## src/rtl/wb_arb_pkg.sv

```systemverilog
// Shared types and constants for the round-robin Wishbone arbiter.
package wb_arb_pkg;

    localparam int unsigned WB_ADR_W = 32;
    localparam int unsigned WB_DAT_W = 32;
    localparam int unsigned WB_SEL_W = 4;

    typedef enum logic [1:0] {
        StIdle  = 2'd0,
        StBusy  = 2'd1,
        StAbort = 2'd2
    } arb_state_e;

endpackage

```

## src/rtl/wb_rr_arbiter_if.sv

```systemverilog
// Bundle of the master-side and slave-side Wishbone signals around the arbiter.
// The 'master' modport is the arbiter's view: it masters the shared slave bus.
// The 'slave' modport is the environment: the requesting masters plus the slave.
interface wb_rr_arbiter_if
#(
    parameter int unsigned NUM_MASTERS = 4
);
    import wb_arb_pkg::*;

    logic [NUM_MASTERS-1:0]          m_cyc;
    logic [NUM_MASTERS-1:0]          m_stb;
    logic [NUM_MASTERS-1:0]          m_we;
    logic [WB_SEL_W*NUM_MASTERS-1:0] m_sel;
    logic [WB_ADR_W*NUM_MASTERS-1:0] m_adr;
    logic [WB_DAT_W*NUM_MASTERS-1:0] m_dat_o;
    logic [WB_DAT_W-1:0]             m_dat_i;
    logic [NUM_MASTERS-1:0]          m_ack;
    logic [NUM_MASTERS-1:0]          m_err;

    logic                            s_cyc;
    logic                            s_stb;
    logic                            s_we;
    logic [WB_SEL_W-1:0]             s_sel;
    logic [WB_ADR_W-1:0]             s_adr;
    logic [WB_DAT_W-1:0]             s_dat_o;
    logic [WB_DAT_W-1:0]             s_dat_i;
    logic                            s_ack;

    modport master (
        input  m_cyc, m_stb, m_we, m_sel, m_adr, m_dat_o, s_dat_i, s_ack,
        output m_dat_i, m_ack, m_err, s_cyc, s_stb, s_we, s_sel, s_adr, s_dat_o
    );

    modport slave (
        output m_cyc, m_stb, m_we, m_sel, m_adr, m_dat_o, s_dat_i, s_ack,
        input  m_dat_i, m_ack, m_err, s_cyc, s_stb, s_we, s_sel, s_adr, s_dat_o
    );

endinterface

```

## src/rtl/rr_pick.sv

```systemverilog
// Combinational round-robin priority encoder: first set request bit searching
// upward from (last + 1) mod NUM_MASTERS, wrapping round.
module rr_pick
#(
    parameter int unsigned NUM_MASTERS = 4,
    parameter int unsigned IDX_W       = $clog2(NUM_MASTERS)
) (
    input  logic [NUM_MASTERS-1:0] req,
    input  logic [IDX_W-1:0]       last,
    output logic [IDX_W-1:0]       winner,
    output logic                   valid
);

    // Walk the rotated order from far to near so the nearest requester wins.
    always_comb begin
        int unsigned idx;
        idx    = 0;
        winner = '0;
        valid  = |req;
        for (int unsigned i = NUM_MASTERS; i >= 1; i--) begin
            idx = 32'(last) + i;
            if (idx >= NUM_MASTERS) begin
                idx = idx - NUM_MASTERS;
            end
            if (req[IDX_W'(idx)]) begin
                winner = IDX_W'(idx);
            end
        end
    end

endmodule

```

## src/rtl/wb_rr_arbiter.sv

```systemverilog
// Round-robin Wishbone arbiter with a bus watchdog. One master owns the slave
// bus for the whole of its CYC; a stalled strobe is terminated with ERR.
module wb_rr_arbiter
    import wb_arb_pkg::*;
#(
    parameter int unsigned NUM_MASTERS = 4,
    parameter int unsigned TIMEOUT     = 255,
    parameter int unsigned TO_W        = 16
) (
    input  logic                   sys_clk,
    input  logic                   resetcpu,
    wb_rr_arbiter_if.master        bus,
    output logic [NUM_MASTERS-1:0] grant,
    output logic                   timeout_evt
);

    localparam int unsigned IDX_W = $clog2(NUM_MASTERS);

    arb_state_e             state_q;
    logic [NUM_MASTERS-1:0] grant_q;
    logic [IDX_W-1:0]       gidx_q;
    logic [IDX_W-1:0]       last_q;
    logic [TO_W-1:0]        wd_q;

    logic [IDX_W-1:0]       pick_idx;
    logic                   pick_valid;
    logic                   busy;
    logic                   g_cyc;
    logic                   g_stb;
    logic                   wd_fire;

    rr_pick #(
        .NUM_MASTERS (NUM_MASTERS),
        .IDX_W       (IDX_W)
    ) u_pick (
        .req    (bus.m_cyc),
        .last   (last_q),
        .winner (pick_idx),
        .valid  (pick_valid)
    );

    assign busy  = (state_q == StBusy);
    assign g_cyc = bus.m_cyc[gidx_q];
    assign g_stb = bus.m_stb[gidx_q];

    // A same-cycle ACK beats the watchdog, so s_ack gates the fire condition.
    assign wd_fire = busy && g_cyc && g_stb && !bus.s_ack && (wd_q == TO_W'(TIMEOUT));

    assign grant       = grant_q;
    assign timeout_evt = wd_fire;

    // FSM, grant/last registers and watchdog counter.
    always_ff @(posedge sys_clk or negedge resetcpu) begin
        if (!resetcpu) begin
            state_q <= StIdle;
            grant_q <= '0;
            gidx_q  <= '0;
            last_q  <= IDX_W'(NUM_MASTERS - 1);
            wd_q    <= '0;
        end else begin
            unique case (state_q)
                StIdle: begin
                    wd_q <= '0;
                    if (pick_valid) begin
                        state_q <= StBusy;
                        gidx_q  <= pick_idx;
                        last_q  <= pick_idx;
                        grant_q <= {{(NUM_MASTERS-1){1'b0}}, 1'b1} << pick_idx;
                    end
                end
                StBusy: begin
                    if (!g_cyc) begin
                        state_q <= StIdle;
                        grant_q <= '0;
                        wd_q    <= '0;
                    end else if (wd_fire) begin
                        state_q <= StAbort;
                        wd_q    <= '0;
                    end else if (g_stb && !bus.s_ack) begin
                        wd_q <= wd_q + 1'b1;
                    end else begin
                        wd_q <= '0;
                    end
                end
                StAbort: begin
                    wd_q <= '0;
                    if (!g_cyc) begin
                        state_q <= StIdle;
                        grant_q <= '0;
                    end
                end
                default: begin
                    state_q <= StIdle;
                    grant_q <= '0;
                    wd_q    <= '0;
                end
            endcase
        end
    end

    // Slave-side mux and master-side ACK/ERR steering from the registered grant.
    always_comb begin
        bus.m_dat_i = bus.s_dat_i;
        bus.m_ack   = '0;
        bus.m_err   = '0;
        bus.s_cyc   = 1'b0;
        bus.s_stb   = 1'b0;
        bus.s_we    = 1'b0;
        bus.s_sel   = '0;
        bus.s_adr   = '0;
        bus.s_dat_o = '0;
        if (busy) begin
            bus.s_cyc          = g_cyc;
            bus.s_stb          = g_stb;
            bus.s_we           = bus.m_we[gidx_q];
            bus.s_sel          = bus.m_sel[WB_SEL_W*32'(gidx_q) +: WB_SEL_W];
            bus.s_adr          = bus.m_adr[WB_ADR_W*32'(gidx_q) +: WB_ADR_W];
            bus.s_dat_o        = bus.m_dat_o[WB_DAT_W*32'(gidx_q) +: WB_DAT_W];
            bus.m_ack[gidx_q]  = bus.s_ack & g_stb;
            bus.m_err[gidx_q]  = wd_fire;
        end
    end

endmodule

```

## src/flat_wrapper.sv

```systemverilog
// flat-port wrapper written by rule: the top's interface ports become plain ports
module wb_rr_arbiter_flat import wb_arb_pkg::*;
#(
    parameter int unsigned NUM_MASTERS = 4,
    parameter int unsigned TIMEOUT     = 255,
    parameter int unsigned TO_W        = 16
)
  (sys_clk, resetcpu, grant, timeout_evt, bus_m_cyc, bus_m_stb, bus_m_we, bus_m_sel, bus_m_adr, bus_m_dat_o, bus_s_dat_i, bus_s_ack, bus_m_dat_i, bus_m_ack, bus_m_err, bus_s_cyc, bus_s_stb, bus_s_we, bus_s_sel, bus_s_adr, bus_s_dat_o);
  wb_rr_arbiter_if #(.NUM_MASTERS(NUM_MASTERS)) bus_i ();
  input  logic sys_clk;
  input  logic resetcpu;
  output logic [NUM_MASTERS-1:0] grant;
  output logic timeout_evt;
  input wire logic [$bits(bus_i.m_cyc)-1:0] bus_m_cyc;
  input wire logic [$bits(bus_i.m_stb)-1:0] bus_m_stb;
  input wire logic [$bits(bus_i.m_we)-1:0] bus_m_we;
  input wire logic [$bits(bus_i.m_sel)-1:0] bus_m_sel;
  input wire logic [$bits(bus_i.m_adr)-1:0] bus_m_adr;
  input wire logic [$bits(bus_i.m_dat_o)-1:0] bus_m_dat_o;
  input wire logic [$bits(bus_i.s_dat_i)-1:0] bus_s_dat_i;
  input wire logic [$bits(bus_i.s_ack)-1:0] bus_s_ack;
  output wire logic [$bits(bus_i.m_dat_i)-1:0] bus_m_dat_i;
  output wire logic [$bits(bus_i.m_ack)-1:0] bus_m_ack;
  output wire logic [$bits(bus_i.m_err)-1:0] bus_m_err;
  output wire logic [$bits(bus_i.s_cyc)-1:0] bus_s_cyc;
  output wire logic [$bits(bus_i.s_stb)-1:0] bus_s_stb;
  output wire logic [$bits(bus_i.s_we)-1:0] bus_s_we;
  output wire logic [$bits(bus_i.s_sel)-1:0] bus_s_sel;
  output wire logic [$bits(bus_i.s_adr)-1:0] bus_s_adr;
  output wire logic [$bits(bus_i.s_dat_o)-1:0] bus_s_dat_o;
  assign bus_i.m_cyc = bus_m_cyc;
  assign bus_i.m_stb = bus_m_stb;
  assign bus_i.m_we = bus_m_we;
  assign bus_i.m_sel = bus_m_sel;
  assign bus_i.m_adr = bus_m_adr;
  assign bus_i.m_dat_o = bus_m_dat_o;
  assign bus_i.s_dat_i = bus_s_dat_i;
  assign bus_i.s_ack = bus_s_ack;
  assign bus_m_dat_i = bus_i.m_dat_i;
  assign bus_m_ack = bus_i.m_ack;
  assign bus_m_err = bus_i.m_err;
  assign bus_s_cyc = bus_i.s_cyc;
  assign bus_s_stb = bus_i.s_stb;
  assign bus_s_we = bus_i.s_we;
  assign bus_s_sel = bus_i.s_sel;
  assign bus_s_adr = bus_i.s_adr;
  assign bus_s_dat_o = bus_i.s_dat_o;
  wb_rr_arbiter #(.NUM_MASTERS(NUM_MASTERS), .TIMEOUT(TIMEOUT), .TO_W(TO_W)) u_core (.sys_clk(sys_clk), .resetcpu(resetcpu), .bus(bus_i), .grant(grant), .timeout_evt(timeout_evt));
endmodule
```

## config.mk

```make
export PLATFORM = sky130hd
export DESIGN_NAME = wb_rr_arbiter_flat
export DESIGN_NICKNAME = d
export VERILOG_FILES = /design/src/rtl/wb_arb_pkg.sv /design/src/rtl/wb_rr_arbiter_if.sv /design/src/rtl/rr_pick.sv /design/src/rtl/wb_rr_arbiter.sv /design/src/flat_wrapper.sv
export SDC_FILE = /design/constraint.sdc
export NUM_CORES = 1
export LEC_CHECK = 0
export ABC_AREA = 1
export CORE_AREA = 2 2 168 170
export DETAILED_ROUTE_END_ITERATION = 8
export DIE_AREA = 0 0 170 172
export PLACE_DENSITY = 0.46
export SYNTH_ARGS = -nofsm -noshare
export SYNTH_HDL_FRONTEND = slang
export SYNTH_SLANG_ARGS = --single-unit
```

## constraint.sdc

```tcl
create_clock -name sys_clk -period 4.2 [get_ports sys_clk]
set_input_delay 0.63 -clock sys_clk [delete_from_list [all_inputs] [get_ports sys_clk]]
set_output_delay 0.63 -clock sys_clk [all_outputs]
set_load 0.1 [all_outputs]
```

==> reports/summary.txt, run 1 <==
routed vias: 5660
ys async rst share: 100%
synthesized area: 0.00389 mm²
critical path, cell by cell: buf_4 -> nand3_1 -> a31oi_1 -> buf_12
most used flip-flop cell after synthesis: dfrtp_1
register area: 661 µm²
CP max FO: 68
die area: 0.0292 mm²
number of enable flip-flop cells after synthesis: 0
Resize count post-CTS: 0
Post-CTS Setup Bufs: 0
Min-Delay Path Class: flop to flop
largest net degree at the start of global routing: 72
slowest stage cell, crit path: dfrtp_4
Top Usage Layer GRT: met2
Final Cycle Share: 78.5%
met2 Usage GRT: 28.9%
Worst-Skew Late Latency: 0.26 ns
IO Count: 435
chip width: 170 µm
Max Slew Vio Count: 0
#FFs+latches synth: 26
antenna violations before repair: 5
CP top delay family: buffers and inverters
slew at the pin closest to its max-slew limit: 0.967 ns
share of layout cells above drive strength 1: 13.2%
RSZ-0062 raised after global routing: no
startpoint types: flop
register area share after synthesis: 16.8%
leak pwr: 0.00313 µW
wire length per cell: 19.7 µm
CP max stage delay: 0.80 ns
M1 GR Usage: 19.8%
CTS tree: yes
first drt pass iteration count: 5
Filler cells: 2971
most frequent cell after synthesis: nand3_1
Synth top area share: 19.7%
core footprint: 0.0275 mm²
most area-hungry cell type in the Yosys netlist: nand3_1
WL final: 24.7 mm
Area growth syn-to-layout: 119%
Mapped Avg Cell Area: 6.35 µm²
max-capacitance violation count: 0
outcome: completed
hpwl dp: 19.5 mm
first-pass GRT wire length: 35.6 mm
WP data arrival: 2.67 ns
Synth top cells by count: nand3_1 (153), nand2_1 (78), a31oi_1 (70)
largest cells by area after synthesis: nand3_1 (20%), dfrtp_1 (15%), a22oi_1 (13%)
WP buf/inv: 2
PwrDens: 832 mW/mm²
met3 Use GR: 3.94%
Std-Cell Rows: 61
total CTS buffers: 3
dpl cell area: 0.00843 mm²
Fin. Hold Viols: 0
Routed Antenna Nets: 0
clk sink count: 26
vias in the first global route: 5647
final instance area: 0.00853 mm²
total gr overflow: 0
Final Setup Violations: 0
routability cong.: 0.841
yosys warns: 0
skew final: 0.00300 ns
clk slew on worst S/H paths: 0.07 ns
multi-input logic area: 0.00263 mm²
clk root buf: clkbuf_16
number of remaining DRC errors: 0
hold buffers post-CTS: 0
Starting DRT DRC Count: 379
Port Buffers: 370
initial core utilization: 14.1%
crit path kind: flop to output port
Peak VDD IR: 0.438 mV
CP Capture Type: output port
Unique masters post-synth: 33
number of nets in the layout: 1233
Max-slew headroom: 35.3%
vias per cell: 4.50
fmax: 303 MHz
post-synthesis cell count: 612
CTS HTree Levels: 1
Mapped Nets: 935
Die Y-Extent: 172 µm
clock tree buffer depth: 2
CP Data Required Time: 3.57 ns
setup TNS: 0 ns
minimum clock period: 3.30 ns
total track usage: 15.9%
[registers in the layout, indices dropped and copies added (netlist names)]
signal,flops
u_core.state_q,2
u_core.grant,4
u_core.gidx_q,2
u_core.wd_q,16
u_core.last_q,2
[per-stage QoR]
step	setup WS [ns]	std cells	total power, µW	util, %	hold slack (ns)
6_report	0.903	1257	7090	31.0	0.468
5_1_grt	0.756	1255	7430	31.0	0.502
2_1_floorplan	0.456	612	4600	-	0.334
3_3_place_gp	0.984	1251	6950	30.7	0.456
3_5_place_dp	0.933	1251	6950	30.7	0.463
4_1_cts	0.888	1255	7190	31.0	0.472
[cell usage in the layout (no fill, tap or decap), drive strengths merged]
cell type,count
diode,2
o21ai,13
nand2,83
a22oi,69
nand3,155
nor3b,1
ha,4
xnor2,4
clkinv,2
nor2,34
xor2,5
clkbuf,4
nor3,16
nand4,6
a21oi,4
clkdlybuf4s50,290
dfstp,2
o21bai,1
buf,90
a31oi,70
dfrtp,24
inv,32
[logic make-up after synthesis]
logic type | after synthesis | share of synthesized area, %
AND/OR/NAND/NOR | 295 | 37.0
AO/OA/AOI/OAI | 157 | 27.1
buffers and inverters | 121 | 15.8
flip-flops | 26 | 16.8
XOR/XNOR | 9 | 2.03
adder cells (fa/ha/maj) | 4 | 1.29
[layer usage]
layer  wire (µm)  vias to the layer above
met3        1940                       12
li1            -                     2802
met5          27                        -
met1        9530                     2579
met2       13100                      263
met4         154                        4
[final timing paths]
check / start / end / slack [ns] / depth (start not counted)
worst min-delay path: u_core.wd_q[0] / u_core.wd_q[0] / 0.47 / 1
worst max register to register: u_core.gidx_q[0] / u_core.state_q[1] / 2.07 / 8
worst max-delay path: u_core.gidx_q[1] / bus_s_dat_o[20] / 0.90 / 4
worst min register to register: u_core.wd_q[0] / u_core.wd_q[0] / 0.47 / 1
max in group asynchronous: resetcpu / u_core.last_q[0] / 3.15 / 2
min in group asynchronous: resetcpu / u_core.grant[0] / 0.75 / 2
[power breakdown]
| part | internal (µW) | switching, µW | total (µW) |
|---|---|---|---|
| Combinational | 2040 | 4330 | 6370 |
| Sequential | 302 | 190 | 492 |
| Clock | 146 | 85.6 | 231 |
| Total | 2480 | 4610 | 7090 |
[cell type report]
type / instances / share of cell area [%]
repair buffers: 380 / 53.7
well taps: 346 / 5.08
flip-flops and latches: 26 / 7.75
diodes: 2 / 0.0587
clock buffers: 4 / 1.04
multi-input cells: 465 / 30.9
inverters: 34 / 1.51
Note: power is estimated with default switching activity, not from simulation.
==> inputs of run 2 (changes only) <==
CORE_AREA = 2 2 169 171   (was 2 2 168 170)
DIE_AREA = 0 0 171 173   (was 0 0 170 172)
clock period = 3.39 ns   (was 4.2 ns; I/O delays follow)
==> reports/summary.txt, run 2 (synthesized netlist as in run 1, its figures left out) <==
cell-internal power: 3150 µW (+27%)
clk root buf: clkbuf_16
Resize count post-CTS: 0 (unchanged)
number of nets in the layout: 1236 (+0.24%)
total track usage: 15.4% (-0.55 points)
startpoint types: flop
Area growth syn-to-layout: 122%
hold buffers post-CTS: 0 (unchanged)
commonest cells after routing, fill and taps aside: clkdlybuf4s50_1 (290), nand3_1 (153), buf_12 (83)
slew at the pin closest to its max-slew limit: 0.967 ns (-0.000265 ns)
clock tree buffer depth: 2 (unchanged)
hold_ws: 0.460 ns (-0.00793 ns)
ANT cells: 0 (-2)
number of remaining DRC errors: 0 (unchanged)
Filler cells: 3007 (+1.2%)
clk sink count: 26 (unchanged)
Worst-Skew Late Latency: 0.26 ns (about the same)
skew final: 0.00163 ns (-0.00137 ns)
chip width: 171 µm (+0.59%)
CP max FO: 47 (-31%)
hpwl dp: 19.0 mm (-3.0%)
Clk pwr share: 3.4% (about the same)
CTS tree: yes
crit path kind: flop to output port
total gr overflow: 0 (unchanged)
Die Y-Extent: 173 µm (+0.58%)
initial core utilization: 14.1% (-0.078 points)
PwrDens: 1030 mW/mm² (+24%)
die area: 0.0296 mm² (+1.2%)
CP max stage delay: 0.82 ns (+0.02 ns)
register area: 661 µm² (unchanged)
routability cong.: 0.799 (-5.0%)
FF-to-FF path depth: 10 (+2)
CP Data Required Time: 2.88 ns (-0.69 ns)
Hold Path Depth: 1 (unchanged)
largest net degree at the start of global routing: 61 (-15%)
Post-CTS Setup Bufs: 0 (unchanged)
Starting DRT DRC Count: 309 (-18%)
IO Count: 435 (unchanged)
Min-Delay Path Class: flop to flop
first-pass GRT wire length: 35.5 mm (about the same)
fmax: 352 MHz
Logic pwr share: 90.6% (+0.8 points)
Fin. Hold Viols: 0 (unchanged)
WL final: 23.6 mm (-4.4%)
vias per cell: 4.39 (-2.5%)
slowest stage cell, crit path: dfrtp_4
CTS HTree Levels: 1 (unchanged)
vias in the first global route: 5839 (+3.4%)
setup TNS: 0 ns (unchanged)
clk slew on worst S/H paths: 0.07 ns (about the same)
max reg flops: 16 (unchanged)
commonest non-fill, non-tap cell in the layout: clkdlybuf4s50_1
multi-input logic area: 0.00264 mm² (+0.19%)
leak pwr: 0.00316 µW (+0.89%)
routed vias: 5666 (+0.11%)
Final Setup Violations: 0 (unchanged)
Peak VDD IR: 0.342 mV (-22%)
Final Cycle Share: 83.9%
Sw Pwr: 5720 µW (+24%)
wire length per cell: 18.3 µm (-6.8%)
antenna violations before repair: 0 (-5)
max-capacitance violation count: 0 (unchanged)
outcome: completed
critical path, cell by cell: buf_4 -> nand3_1 -> a31oi_1 -> buf_12
Max-slew headroom: 35.3% (about the same)
total CTS buffers: 3 (unchanged)
sequential fraction of design power: 6.0% (-0.9 points)
share of layout cells above drive strength 1: 13.6% (+0.40 points)
CP Capture Type: output port
core footprint: 0.0276 mm² (+0.56%)
Routed Antenna Nets: 0 (unchanged)
RSZ-0062 raised after global routing: no
Tot Pwr: 8880 µW (+25%)
minimum clock period: 2.84 ns
WP data arrival: 2.34 ns (-0.33 ns)
Std-Cell Rows: 61 (unchanged)
sw frac: 64.5% (-0.52 points)
Port Buffers: 370 (unchanged)
first drt pass iteration count: 5 (unchanged)
Max Slew Vio Count: 0 (unchanged)
Largest Register: u_core.wd_q
run 2: final cells by class:
type,instances,share of cell area [%]
Clock buffer,4,1.03
Inverter,34,1.49
Multi-Input combinational cell,465,30.6
Sequential cell,26,7.66
Tap cell,378,5.48
Timing Repair Buffer,383,53.8
run 2: per-stage QoR:
stage	cell area, µm²	instances	util [%]	setup WS, ns
2_1_floorplan	3890	612	-	-0.206
3_3_place_gp	8540	1286	30.9	0.613
3_5_place_dp	8540	1286	30.9	0.582
4_1_cts	8630	1290	31.2	0.542
5_1_grt	8630	1290	31.2	0.363
6_report	8630	1290	31.2	0.545
run 2: worst max-delay path: cells and delay by family, from the launching register on:
kind / cells / cell delay, ns
simple gates: 1 / 0.13
flops: 1 / 0.82
compound gates: 1 / 0.35
buf+inv: 2 / 0.72
run 2: final timing paths:
path | to | from | slack, ns
worst max-delay path | bus_s_dat_o[31] | u_core.gidx_q[1] | 0.55
worst min register to register | u_core.wd_q[0] | u_core.wd_q[0] | 0.46
max in group asynchronous | u_core.wd_q[13] | resetcpu | 2.09
worst max register to register | u_core.state_q[0] | u_core.gidx_q[0] | 1.47
worst min-delay path | u_core.wd_q[0] | u_core.wd_q[0] | 0.46
min in group asynchronous | u_core.grant[1] | resetcpu | 0.66
run 2: power by group through the flow:
stage | combinational (µW) | clock, µW | sequential (µW)
after floorplan | 5240 | 0 | 470
after global placement | 8130 | 0 | 545
after detailed placement | 8130 | 0 | 541
after CTS | 8140 | 302 | 536
after global routing | 8410 | 312 | 549
final | 8040 | 300 | 533
run 2: routing by layer:
layer | track usage [%] | part of all wire, % | up-vias
li1 | - | - | 2801
met4 | 3.28 | 2.0 | 0
met5 | 0 | 0 | -
met2 | 27.8 | 52 | 235
met3 | 3.02 | 6.2 | 28
met1 | 18.7 | 40 | 2602
==> inputs of run 3 (changes only) <==
clock period = 2.69 ns   (was 3.39 ns; I/O delays follow)
==> reports/summary.txt, run 3 (synthesized netlist as in run 1, its figures left out) <==
Max Slew Vio Count: 0 (unchanged)
hold_ws: 0.418 ns (-0.0413 ns)
WL final: 24.3 mm (+3.0%)
commonest cells after routing, fill and taps aside: clkdlybuf4s50_1 (286), nand3_1 (153), buf_12 (86)
PwrDens: 1290 mW/mm² (+25%)
antenna violations before repair: 2 (+2)
CP Data Required Time: 2.29 ns (-0.59 ns)
clk root buf: clkbuf_16
CP Capture Type: output port
IO Count: 435 (unchanged)
max reg flops: 16 (unchanged)
Final Cycle Share: 97.0%
first-pass GRT wire length: 35.4 mm (-0.35%)
CTS tree: yes
commonest non-fill, non-tap cell in the layout: clkdlybuf4s50_1
Peak VDD IR: 0.395 mV (+15%)
clk slew on worst S/H paths: 0.06 ns (about the same)
Routed Antenna Nets: 0 (unchanged)
crit path kind: flop to output port
max-capacitance violation count: 0 (unchanged)
Starting DRT DRC Count: 276 (-11%)
slew at the pin closest to its max-slew limit: 0.623 ns (-0.344 ns)
first drt pass iteration count: 4 (-1)
minimum clock period: 2.61 ns
Tot Pwr: 11800 µW (+33%)
Area growth syn-to-layout: 136%
fin util: 33.1% (+1.9 points)
total CTS buffers: 3 (unchanged)
fmax: 383 MHz
slowest stage cell, crit path: dfrtp_4
vias in the first global route: 5693 (-2.5%)
clk sink count: 26 (unchanged)
share of layout cells above drive strength 1: 21.9% (+8.3 points)
CP max stage delay: 0.53 ns (-0.29 ns)
Worst-Skew Late Latency: 0.26 ns (about the same)
dpl cell area: 0.00903 mm² (+5.7%)
largest net degree at the start of global routing: 57 (-6.6%)
Largest Register: u_core.wd_q
routed vias: 5683 (+0.30%)
skew final: 0.00256 ns (+0.000925 ns)
Die Y-Extent: 173 µm (unchanged)
critical path, cell by cell: inv_2 -> buf_12 -> nor2_4 -> buf_6 -> inv_1 -> nor3_1 -> buf_12
core footprint: 0.0276 mm² (unchanged)
chip width: 171 µm (unchanged)
vias per cell: 4.39 (-0.16%)
clock tree buffer depth: 2 (unchanged)
WP data arrival: 2.21 ns (-0.13 ns)
setup TNS: 0 ns (unchanged)
leak pwr: 0.00325 µW (+2.9%)
outcome: completed
number of nets in the layout: 1240 (+0.32%)
routability cong.: 0.829 (+3.9%)
CP max FO: 40 (-15%)
wire length per cell: 18.8 µm (+2.5%)
number of remaining DRC errors: 0 (unchanged)
final instance area: 0.00916 mm² (+6.1%)
CTS HTree Levels: 1 (unchanged)
Std-Cell Rows: 61 (unchanged)
total gr overflow: 0 (unchanged)
hold buffers post-CTS: 0 (unchanged)
Final Setup Violations: 0 (unchanged)
Fin. Hold Viols: 0 (unchanged)
hpwl dp: 19.7 mm (+4.0%)
total track usage: 15.6% (+0.18 points)
die area: 0.0296 mm² (unchanged)
Port Buffers: 370 (unchanged)
initial core utilization: 14.1% (unchanged)
Min-Delay Path Class: primary input to async pin
startpoint types: flop
most frequent CP cell: buf_12
Max-slew headroom: 58.5% (+23 points)
## run 3: cell types whose count changed in the layout (fill, tap and decap cells not counted), sizes merged
| cell | before | now |
|---|---|---|
| buf | 93 | 101 |
| clkdlybuf4s50 | 290 | 286 |
| diode | 0 | 2 |
| clkinv | 2 | 1 |
| inv | 32 | 33 |
## run 3: power breakdown
group | internal, µW | switching (µW)
Sequential | 475 | 134
Combinational | 3550 | 7270
Clock | 228 | 133
## run 3: layout make-up
type,instances,area [µm²]
antenna,2,5.00
clock buffer,4,88.8
fill,2978,18500
inverter,34,130
multi-input combinational,465,3100
sequential,26,661
tap,378,473
timing repair buffer,387,4700
## run 3: repair_timing
item / CTS / global route
gates resized for setup: 0 / 8
endpoints found under the setup margin: 0 / 5
setup buffers: 0 / 0
## run 3: through the flow
step / setup slack (ns) / instances
after floorplan: -0.801 / 612
after global placement: 0.0547 / 1290
after detailed placement: 0.0687 / 1290
after CTS: 0.0142 / 1294
after global routing: -0.00513 / 1294
final: 0.0810 / 1296
## run 3: metal layers
| layer | vias to the layer above | global-route usage, % | share of wire, % |
|---|---|---|---|
| li1 | 2822 | - | - |
| met1 | 2619 | 18.9 | 41 |
| met2 | 231 | 28.9 | 52 |
| met3 | 11 | 3.39 | 6.4 |
| met4 | 0 | 1.02 | 0.40 |
| met5 | - | 0 | 0 |
## run 3: path summary, 6_finish.rpt
kind / startpoint / endpoint / slack, ns / cells after the start
max: u_core.gidx_q[0] / bus_m_ack[1] / 0.08 / 7
min: resetcpu / u_core.wd_q[11] / 0.42 / 1
max reg2reg: u_core.last_q[0] / u_core.gidx_q[0] / 0.84 / 10
min reg2reg: u_core.wd_q[0] / u_core.wd_q[0] / 0.46 / 1
max in group asynchronous: resetcpu / u_core.last_q[1] / 1.63 / 2
min in group sys_clk: u_core.wd_q[0] / u_core.wd_q[0] / 0.46 / 1
## run 3: critical path, delay by kind of cell (launching register included)
family | cells | cell delay (ns)
buf+inv | 5 | 0.88
flops | 1 | 0.53
simple gates | 2 | 0.48
